## config.mk

```make
export PLATFORM = sky130hd
export DESIGN_NAME = rf_writeback_arbiter
export DESIGN_NICKNAME = d
export VERILOG_FILES = /design/src/rtl/spu_wb_pkg.sv /design/src/rtl/wb_fifo.sv /design/src/rtl/rf_writeback_arbiter.sv
export SDC_FILE = /design/constraint.sdc
export NUM_CORES = 1
export LEC_CHECK = 0
export ABC_CLOCK_PERIOD_IN_PS = 3350
export CAP_MARGIN = 20
export CORE_MARGIN = 2
export CORE_UTILIZATION = 45
export DETAILED_ROUTE_END_ITERATION = 12
export GPL_ROUTABILITY_DRIVEN = 0
export PLACE_DENSITY_LB_ADDON = 0.12
export SYNTH_ARGS = -nofsm -noshare
export SYNTH_HDL_FRONTEND = slang
export SYNTH_HIERARCHICAL = 1
export SYNTH_SLANG_ARGS = --single-unit
```

## constraint.sdc

```tcl
create_clock -name clk -period 3.35 [get_ports clk]
set_clock_uncertainty 0.05 [all_clocks]
set_input_delay 0.335 -clock clk [delete_from_list [all_inputs] [get_ports clk]]
set_output_delay 0.335 -clock clk [all_outputs]
set_load 0.01 [all_outputs]
```

## src/rtl/spu_wb_pkg.sv

```systemverilog
// Shared widths, the buffered write-back request payload, and the wrap-aware
// issue-tag age comparison used by the register-file write-back arbiter.
package spu_wb_pkg;

   localparam int unsigned DATA_W = 128;
   localparam int unsigned ADDR_W = 7;
   localparam int unsigned TAG_W  = 4;

   typedef struct packed {
      logic [ADDR_W-1:0] rt;
      logic [TAG_W-1:0]  tag;
      logic [DATA_W-1:0] data;
   } wb_req_t;

   // True when tag a was issued before tag b, modulo 2^TAG_W (15 is older than 0).
   function automatic logic tag_older(input logic [TAG_W-1:0] a,
                                      input logic [TAG_W-1:0] b);
      logic [TAG_W-1:0] diff;
      diff = TAG_W'(b - a);
      return (diff != '0) && !diff[TAG_W-1];
   endfunction

endpackage

```

## src/rtl/wb_fifo.sv

```systemverilog
// Small per-pipe result buffer with a registered occupancy count.
// Ports:
//   clk, reset      clock, async active-low reset (clears entries and pointers)
//   flush           synchronous discard of all entries; same-cycle push/pop ignored
//   push, pushReq   offer an entry; accepted only when ready_c is high
//   pop             retire the head entry (ignored when empty)
//   ready_c         count < DEPTH, from the registered count only
//   headValid_c     buffer holds at least one entry
//   head_c          oldest buffered entry
module wb_fifo
   import spu_wb_pkg::*;
#(
   parameter int unsigned DEPTH = 2
) (
   input  logic    clk,
   input  logic    reset,
   input  logic    flush,
   input  logic    push,
   input  wb_req_t pushReq,
   input  logic    pop,
   output logic    ready_c,
   output logic    headValid_c,
   output wb_req_t head_c
);

   localparam int unsigned CNT_W = $clog2(DEPTH + 1);
   localparam int unsigned PTR_W = (DEPTH > 1) ? $clog2(DEPTH) : 1;

   logic [CNT_W-1:0] count;
   logic [PTR_W-1:0] wrPtr;
   logic [PTR_W-1:0] rdPtr;
   wb_req_t          mem [DEPTH];
   logic             pushOk;
   logic             popOk;

   function automatic logic [PTR_W-1:0] nextPtr(input logic [PTR_W-1:0] p);
      return (p == PTR_W'(DEPTH - 1)) ? '0 : PTR_W'(p + PTR_W'(1));
   endfunction

   // A full buffer never accepts, even if it pops in the same cycle.
   always_comb begin
      ready_c     = (count < CNT_W'(DEPTH));
      headValid_c = (count != '0);
      head_c      = mem[rdPtr];
      pushOk      = push && ready_c;
      popOk       = pop && headValid_c;
   end

   // Storage, pointers and occupancy.
   always_ff @(posedge clk or negedge reset) begin
      if (!reset) begin
         count <= '0;
         wrPtr <= '0;
         rdPtr <= '0;
         for (int i = 0; i < int'(DEPTH); i++) begin
            mem[i] <= '0;
         end
      end else if (flush) begin
         count <= '0;
         wrPtr <= '0;
         rdPtr <= '0;
      end else begin
         if (pushOk) begin
            mem[wrPtr] <= pushReq;
            wrPtr      <= nextPtr(wrPtr);
         end
         if (popOk) begin
            rdPtr <= nextPtr(rdPtr);
         end
         case ({pushOk, popOk})
            2'b10:   count <= CNT_W'(count + CNT_W'(1));
            2'b01:   count <= CNT_W'(count - CNT_W'(1));
            default: count <= count;
         endcase
      end
   end

endmodule

```

## src/rtl/rf_writeback_arbiter.sv

```systemverilog
// Shares the single register-file write port between the even and odd pipes.
// Each pipe fills a private buffer; each cycle the older buffered head (by
// issue tag, even wins ties) is retired into the registered wb outputs.
// Ports:
//   clk, reset                   clock, async active-low reset
//   flush                        discard all buffered entries, cancel this cycle's write
//   ev_* / od_*                  valid/ready result streams from the even/odd pipes
//   wb_en, wb_rt, wb_data        registered register-file write port
//   idle                         both buffers empty and no write in flight
// Width parameters must match the spu_wb_pkg constants used by the payload struct.
module rf_writeback_arbiter
   import spu_wb_pkg::*;
#(
   parameter int unsigned DATA_W = spu_wb_pkg::DATA_W,
   parameter int unsigned ADDR_W = spu_wb_pkg::ADDR_W,
   parameter int unsigned TAG_W  = spu_wb_pkg::TAG_W,
   parameter int unsigned DEPTH  = 2
) (
   input  logic              clk,
   input  logic              reset,
   input  logic              flush,
   input  logic              ev_valid,
   output logic              ev_ready,
   input  logic [ADDR_W-1:0] ev_rt,
   input  logic [TAG_W-1:0]  ev_tag,
   input  logic [DATA_W-1:0] ev_data,
   input  logic              od_valid,
   output logic              od_ready,
   input  logic [ADDR_W-1:0] od_rt,
   input  logic [TAG_W-1:0]  od_tag,
   input  logic [DATA_W-1:0] od_data,
   output logic              wb_en,
   output logic [ADDR_W-1:0] wb_rt,
   output logic [DATA_W-1:0] wb_data,
   output logic              idle
);

   wb_req_t evReq;
   wb_req_t odReq;
   wb_req_t evHead_c;
   wb_req_t odHead_c;
   wb_req_t selHead_c;
   logic    evHeadValid_c;
   logic    odHeadValid_c;
   logic    evReady_c;
   logic    odReady_c;
   logic    selOdd_c;
   logic    popEv_c;
   logic    popOd_c;

   always_comb begin
      evReq = '{rt: ev_rt, tag: ev_tag, data: ev_data};
      odReq = '{rt: od_rt, tag: od_tag, data: od_data};
   end

   wb_fifo #(.DEPTH(DEPTH)) u_evFifo (
      .clk         (clk),
      .reset       (reset),
      .flush       (flush),
      .push        (ev_valid),
      .pushReq     (evReq),
      .pop         (popEv_c),
      .ready_c     (evReady_c),
      .headValid_c (evHeadValid_c),
      .head_c      (evHead_c)
   );

   wb_fifo #(.DEPTH(DEPTH)) u_odFifo (
      .clk         (clk),
      .reset       (reset),
      .flush       (flush),
      .push        (od_valid),
      .pushReq     (odReq),
      .pop         (popOd_c),
      .ready_c     (odReady_c),
      .headValid_c (odHeadValid_c),
      .head_c      (odHead_c)
   );

   // Odd wins only when it is strictly older or the even buffer is empty.
   always_comb begin
      selOdd_c  = odHeadValid_c && (!evHeadValid_c || tag_older(odHead_c.tag, evHead_c.tag));
      selHead_c = selOdd_c ? odHead_c : evHead_c;
      popOd_c   = selOdd_c && !flush;
      popEv_c   = evHeadValid_c && !selOdd_c && !flush;
      ev_ready  = evReady_c;
      od_ready  = odReady_c;
      idle      = !evHeadValid_c && !odHeadValid_c && !wb_en;
   end

   // Write-port registers; address and data hold when nothing retires.
   always_ff @(posedge clk or negedge reset) begin
      if (!reset) begin
         wb_en   <= 1'b0;
         wb_rt   <= '0;
         wb_data <= '0;
      end else begin
         wb_en <= popEv_c || popOd_c;
         if (popEv_c || popOd_c) begin
            wb_rt   <= selHead_c.rt;
            wb_data <= selHead_c.data;
         end
      end
   end

endmodule

```

==> out/qor.txt, run 1 <==
outcome: complete, no violations
pre-CTS setup slack: 0.0604 ns
H-tree lvl count: 3
hold_ws: 0.268 ns
Clock Tree Root: clkbuf_16
flop2flop setup slack: 0.18 ns
endpoint class of the critical path: flip-flop
placement-stage cell area: 37100 µm²
Die X-Extent: 271 µm
FFs w/ async S/R, synth: 1.00
CTS tree: done
initial antenna violation count: 14
average size of a mapped cell: 13.6 µm²
period utilization: 0.947
DP Wirelength: 57.8 mm
core area: 70100 µm²
Starting DRT DRC Count: 1255
register bit total from synthesis: 700
maximum VDD drop: 0.000336 V
Overall Global Routing Usage: 0.256
crit path launch type: flip-flop
EDFF count, synth: 0
Initial DRT Pass Iterations: 5
clk slew on worst S/H paths: 0.06 ns
critical path data required time: 3.82 ns
Max clock buf depth: 3
# IOs: 422
drt total wl: 94.4 mm
largest family of logic cells by synthesized area: multiplexers
Adder-Cell Fraction of Synth Area: 0.00180
relative slew slack: 0.426
PwrDens: 780 nW/µm²
fmax: 315 MHz
PnR worst setup slack: 0.177 ns
Synth Net Count: 2633
wire length per cell: 25.5 µm
XOR/XNOR Fraction of Synth Area: 0.00164
final hold viol count: 0
R2R Path End: wb_data[127]
ANT nets after route: 0
Sink Count: 700
Final Setup Violations: 0
critical path arrival: 3.65 ns
Port Buffers: 421
Post-Synthesis Cell Area: 32000 µm²
worst-margin pin slew: 0.861 ns
multiplexer share of the synthesized area: 0.294
Syn-to-layout area delta: 23.8%
die height: 271 µm
DRC Markers: 0
Clk Latency, worst-skew pair: 0.61 ns
Starting Density: 0.456
sequential element share of the synthesized area: 0.548
share of cells above drive strength 1: 0.374
worst min-delay path category: input port to async pin
Slew Viols, Final: 0
Via density: 5.83
CTS buffer count: 78
die area: 73200 µm²
max cap viols: 0
first-pass GRT wire length: 145 mm
post-CTS setup buffer count: 0
Cells after Synth: 2346
critical path peak fanout: 67
layout filler cell count: 5767
gr ovfl total: 0
Main synth FF type: dfrtp_1
fin crit period: 3.17 ns
yosys warns: 6
complex-gate fraction of the synthesized area: 0.0923
R2R cell count: 11
Synth Area in Simple Gates: 0.0227
Tot Pwr: 30.9 mW
final instance area: 39600 µm²
via count of the first global-routing pass: 23600
Worst R2R Start: u_evFifo/rdPtr
vias: 21600
NumNets Final: 2989
Synth cell types: 35
P_leak: 15.8 nW
# rows: 97
worst setup path class: flip-flop to flip-flop
largest net degree at the start of global routing: 136
[critical path, cell delays in order, from the launching register on]
cell and delay (ns):
dfrtp_4 0.46, mux2_2 0.36, inv_1 0.07, ha_1 0.17, inv_1 0.07, fa_1 0.42, xor2_2 0.25, o21a_4 0.21
buf_16 0.32, buf_16 0.32, a41oi_1 0.19, a21oi_1 0.20
[cell usage after synthesis (all sizes together) (3+ instances only)]
cell | number | area, µm²
nor2 | 141 | 529
o31ai | 135 | 1010
or2 | 3 | 18.8
xor2 | 5 | 43.8
nor3 | 3 | 25.0
nand2b | 4 | 40.0
a41oi | 135 | 1180
buf | 146 | 997
ha | 3 | 37.5
dfrtp | 700 | 17500
nor2b | 4 | 25.0
nor3b | 3 | 45.1
clkbuf | 63 | 236
mux2 | 836 | 9410
o21ai | 5 | 25.0
inv | 8 | 30.0
a21oi | 140 | 701
[layout by cell type, fill, tap and decap left out, types with 4 or more instances in the layout]
cell type / n
mux2_2: 836
dfrtp_1: 698
clkdlybuf4s50_1: 420
nor2_1: 141
a21oi_1: 139
o31ai_1: 135
a41oi_1: 135
clkbuf_16: 79
buf_12: 31
buf_4: 30
clkbuf_1: 24
clkinv_2: 15
clkbuf_8: 15
inv_1: 7
diode_2: 5
nor2b_1: 4
o21ai_0: 4
xor2_1: 4
[layer usage]
metal | global-route usage | vias up | routed length [µm]
met4 | 0.0710 | 16 | 1880
met1 | 0.344 | 11500 | 41400
met2 | 0.426 | 571 | 46300
li1 | - | 9410 | -
met3 | 0.0460 | 140 | 4610
met5 | 0 | - | 110
[metrics by stage]
stage	util	TNS (ns)	instances
2_1_floorplan	-	0	2346
3_3_place_gp	0.529	0	3561
3_5_place_dp	0.529	0	3561
4_1_cts	0.564	0	3699
5_1_grt	0.564	-0.272	3704
6_report	0.564	0	3704
[what timing repair did]
action,4_1_cts,5_1_grt
gates resized for setup,0,4
endpoints found under the hold margin,59,0
hold buffers,1,0
setup endpoints to repair,0,49
[cell type report]
| cell class | instances | area (µm²) | area share |
|---|---|---|---|
| Timing Repair Buffer | 485 | 5130 | 0.130 |
| Tap cell | 940 | 1180 | 0.0297 |
| Antenna cell | 5 | 12.5 | 0.000316 |
| Clock inverter | 19 | 174 | 0.00439 |
| Sequential cell | 700 | 17500 | 0.443 |
| Multi-Input combinational cell | 1429 | 13300 | 0.335 |
| Inverter | 8 | 35.0 | 0.000885 |
| Clock buffer | 118 | 2270 | 0.0574 |
[kinds of logic (layout without fill, tap and decap cells)]
group | count (synthesis) | count (layout)
compound gates | 418 | 418
xor+xnor | 6 | 6
fa+ha+maj | 4 | 4
buf+inv | 217 | 630
flops | 700 | 700
mux | 836 | 836
other cells | 0 | 5
simple gates | 165 | 165
[registers in the layout (all words and copies together) (netlist names)]
register and cells:
u_evFifo/count 2, u_evFifo/mem 278, u_evFifo/rdPtr 1, u_evFifo/wrPtr 1
u_odFifo/count 2, u_odFifo/mem 278, u_odFifo/rdPtr 1, u_odFifo/wrPtr 1
wb_data 128, wb_en 1, wb_rt 7
[how the worst max path moves through the flow]
stage	start	to	slack, ns	cells past startpoint
2_1_floorplan	u_evFifo/rdPtr	u_evFifo/count[0]	0.1	16
3_3_place_gp	u_evFifo/rdPtr	wb_data[76]	0.20	11
3_5_place_dp	u_evFifo/rdPtr	wb_data[75]	0.06	11
4_1_cts	u_evFifo/rdPtr	wb_data[127]	0.05	11
5_1_grt	u_evFifo/rdPtr	wb_data[67]	-0.04	11
6_report	u_evFifo/rdPtr	wb_data[127]	0.18	11
[report_power, final]
group / leakage (nW) / internal, mW / switching [mW]
Sequential: 8.23 / 11.5 / 1.64
Combinational: 6.39 / 5.13 / 4.33
Clock: 1.22 / 4.89 / 3.43
Total: 15.8 / 21.5 / 9.40
(Power assumes the default switching activity.)
==> run 2: changes to the inputs <==
--- a/config.mk
+++ b/config.mk
@@ -9,6 +9,7 @@
 export CAP_MARGIN = 20
 export CORE_MARGIN = 2
 export CORE_UTILIZATION = 45
+export CTS_CLUSTER_DIAMETER = 120
 export DETAILED_ROUTE_END_ITERATION = 12
 export GPL_ROUTABILITY_DRIVEN = 0
 export PLACE_DENSITY_LB_ADDON = 0.12
@@ -16,3 +17,4 @@
 export SYNTH_HDL_FRONTEND = slang
 export SYNTH_HIERARCHICAL = 1
 export SYNTH_SLANG_ARGS = --single-unit
+export TNS_END_PERCENT = 50
==> results of run 2 <==
No change in the layout: final DEF, timing and power equal those of run 1.
==> run 3: changes to the inputs <==
--- a/config.mk
+++ b/config.mk
@@ -8,7 +8,7 @@
 export ABC_CLOCK_PERIOD_IN_PS = 3350
 export CAP_MARGIN = 20
 export CORE_MARGIN = 2
-export CORE_UTILIZATION = 45
+export CORE_UTILIZATION = 50
 export CTS_CLUSTER_DIAMETER = 120
 export DETAILED_ROUTE_END_ITERATION = 12
 export GPL_ROUTABILITY_DRIVEN = 0
==> run 3 against run 2 <==
Compared with the run above:
- flip-flop and latch count did not move
- sequential power about the same
- via count is 0.36% higher
- register-to-register slack better by 0.03 ns
- combinational power down 0.7%
- global-route usage rose by 2.2 points
- critical path type unchanged
- non-clock buffer count down 4
- highest routed layer unchanged
==> out/qor.txt, run 3 (synthesis results as in run 1) <==
most common cell after layout, fill and taps aside: mux2_2
pre-CTS setup slack: 0.226 ns
maximum VDD drop: 0.000408 V
share of cells above drive strength 1: 0.375
CP peak stage delay: 0.45 ns
core area: 63200 µm²
crit-path cells: mux2_2 -> inv_1 -> ha_1 -> inv_1 -> fa_1 -> xor2_1 -> o21a_4 -> nand3_1 -> nor3b_1 -> nor2b_1 -> mux2_2 -> a21oi_1
relative slew slack: 0.255
DP Wirelength: 54.3 mm
Via density: 6.00
drt total wl: 91.8 mm
R2R Path End: u_evFifo/count[0]
period utilization: 0.938
# rows: 92
Clock Tree Root: clkbuf_16
Regs by FF count: u_evFifo/mem: 278 flops, u_odFifo/mem: 278 flops, wb_data: 128 flops
worst min-delay path category: input port to async pin
PwrDens: 781 nW/µm²
fmax: 318 MHz
Initial DRT Pass Iterations: 5
CTS buffer count: 76
Clk Latency, worst-skew pair: 0.61 ns
Max clock buf depth: 3
critical path data required time: 3.81 ns
die height: 257 µm
initial antenna violation count: 24
Resized cells post-CTS: 0
cell family with most CP delay: multiplexers
Overall Global Routing Usage: 0.278
CTS tree: done
RSZ-0062 raised after global routing: false
flop2flop setup slack: 0.21 ns
Port Buffers: 421
Worst R2R Start: u_evFifo/rdPtr
fin crit period: 3.14 ns
PnR worst setup slack: 0.208 ns
via count of the first global-routing pass: 23800
Starting DRT DRC Count: 1160
crit path launch type: flip-flop
vias: 21700
placed insts: 3463
P_leak: 15.8 nW
CP max-delay cell: dfrtp_4
post-route insts no fill: 3609
CP Buf/Inv Count: 2
R2R cell count: 12
worst-margin pin slew: 1.12 ns
Die X-Extent: 257 µm
die area: 66000 µm²
gr ovfl total: 0
wire length per cell: 25.4 µm
largest net degree at the start of global routing: 136
Sink Count: 700
final hold viol count: 0
endpoint class of the critical path: flip-flop
DRC Markers: 0
Slew Viols, Final: 0
critical path arrival: 3.60 ns
# IOs: 422
Sum Neg Setup Slack: 0 ns
Final Setup Violations: 0
outcome: complete, no violations
most frequent cells in the layout: 836 x mux2_2, 698 x dfrtp_1, 420 x clkdlybuf4s50_1
Starting Density: 0.506
ANT nets after route: 0
first-pass GRT wire length: 143 mm
critical path peak fanout: 6
worst setup path class: flip-flop to flip-flop
clk slew on worst S/H paths: 0.06 ns
NumNets Final: 2983
max cap viols: 0
Syn-to-layout area delta: 23.4%
H-tree lvl count: 3
==> run 3: cell types whose count changed in the layout (fill, tap and decap cells not counted), sizes merged <==
| cell | previous run | this run |
|---|---|---|
| buf | 64 | 60 |
| diode | 5 | 11 |
| clkinv | 15 | 12 |
| clkinvlp | 0 | 1 |
| bufinv | 3 | 2 |
==> run 3: cell type report <==
type / count / area (µm²)
Fill cell: 4888 / 23700
Multi-Input combinational cell: 1429 / 13300
Clock buffer: 118 / 2350
Inverter: 8 / 32.5
Clock inverter: 16 / 136
Tap cell: 846 / 1060
Sequential cell: 700 / 17500
Antenna cell: 11 / 27.5
Timing Repair Buffer: 481 / 5070
==> run 3: through the flow <==
step	cell area [µm²]	hold slack, ns	total power [mW]	utilization
6_report	39500	0.271	30.8	0.624
5_1_grt	39500	0.298	32.5	0.624
4_1_cts	39400	0.274	31.0	0.624
3_5_place_dp	36900	0.347	22.6	0.584
3_3_place_gp	36900	0.340	22.1	0.584
2_1_floorplan	32000	-0.0106	18.3	-
==> run 3: layer usage <==
metal / part of all wire / wire length (µm) / track usage
met5: 0.0018 / 168 / 0
met4: 0.029 / 2630 / 0.100
met3: 0.067 / 6190 / 0.0644
met2: 0.49 / 44700 / 0.460
met1: 0.42 / 38100 / 0.359
==> run 3: how the worst max path moves through the flow <==
stage / slack (ns) / end / start / cells after the start
6_report: 0.21 / u_evFifo/count[0] / u_evFifo/rdPtr / 12
3_5_place_dp: 0.23 / u_evFifo/count[0] / u_evFifo/rdPtr / 12
3_3_place_gp: 0.28 / u_evFifo/count[0] / u_evFifo/rdPtr / 12
2_1_floorplan: 0.1 / u_evFifo/count[0] / u_evFifo/rdPtr / 16
5_1_grt: 0.05 / u_evFifo/count[0] / u_evFifo/rdPtr / 12
4_1_cts: 0.21 / u_evFifo/count[0] / u_evFifo/rdPtr / 12
==> run 3: timing repair <==
item / CTS / global route
hold buffers: 1 / 0
hold endpoints to repair: 68 / 0
buffers inserted: 0 / 0
==> run 3: report_power, final <==
group / switching [mW] / internal [mW]
combinational: 4.27 / 5.13
clock: 3.38 / 4.97
sequential: 1.64 / 11.5
total: 9.29 / 21.5
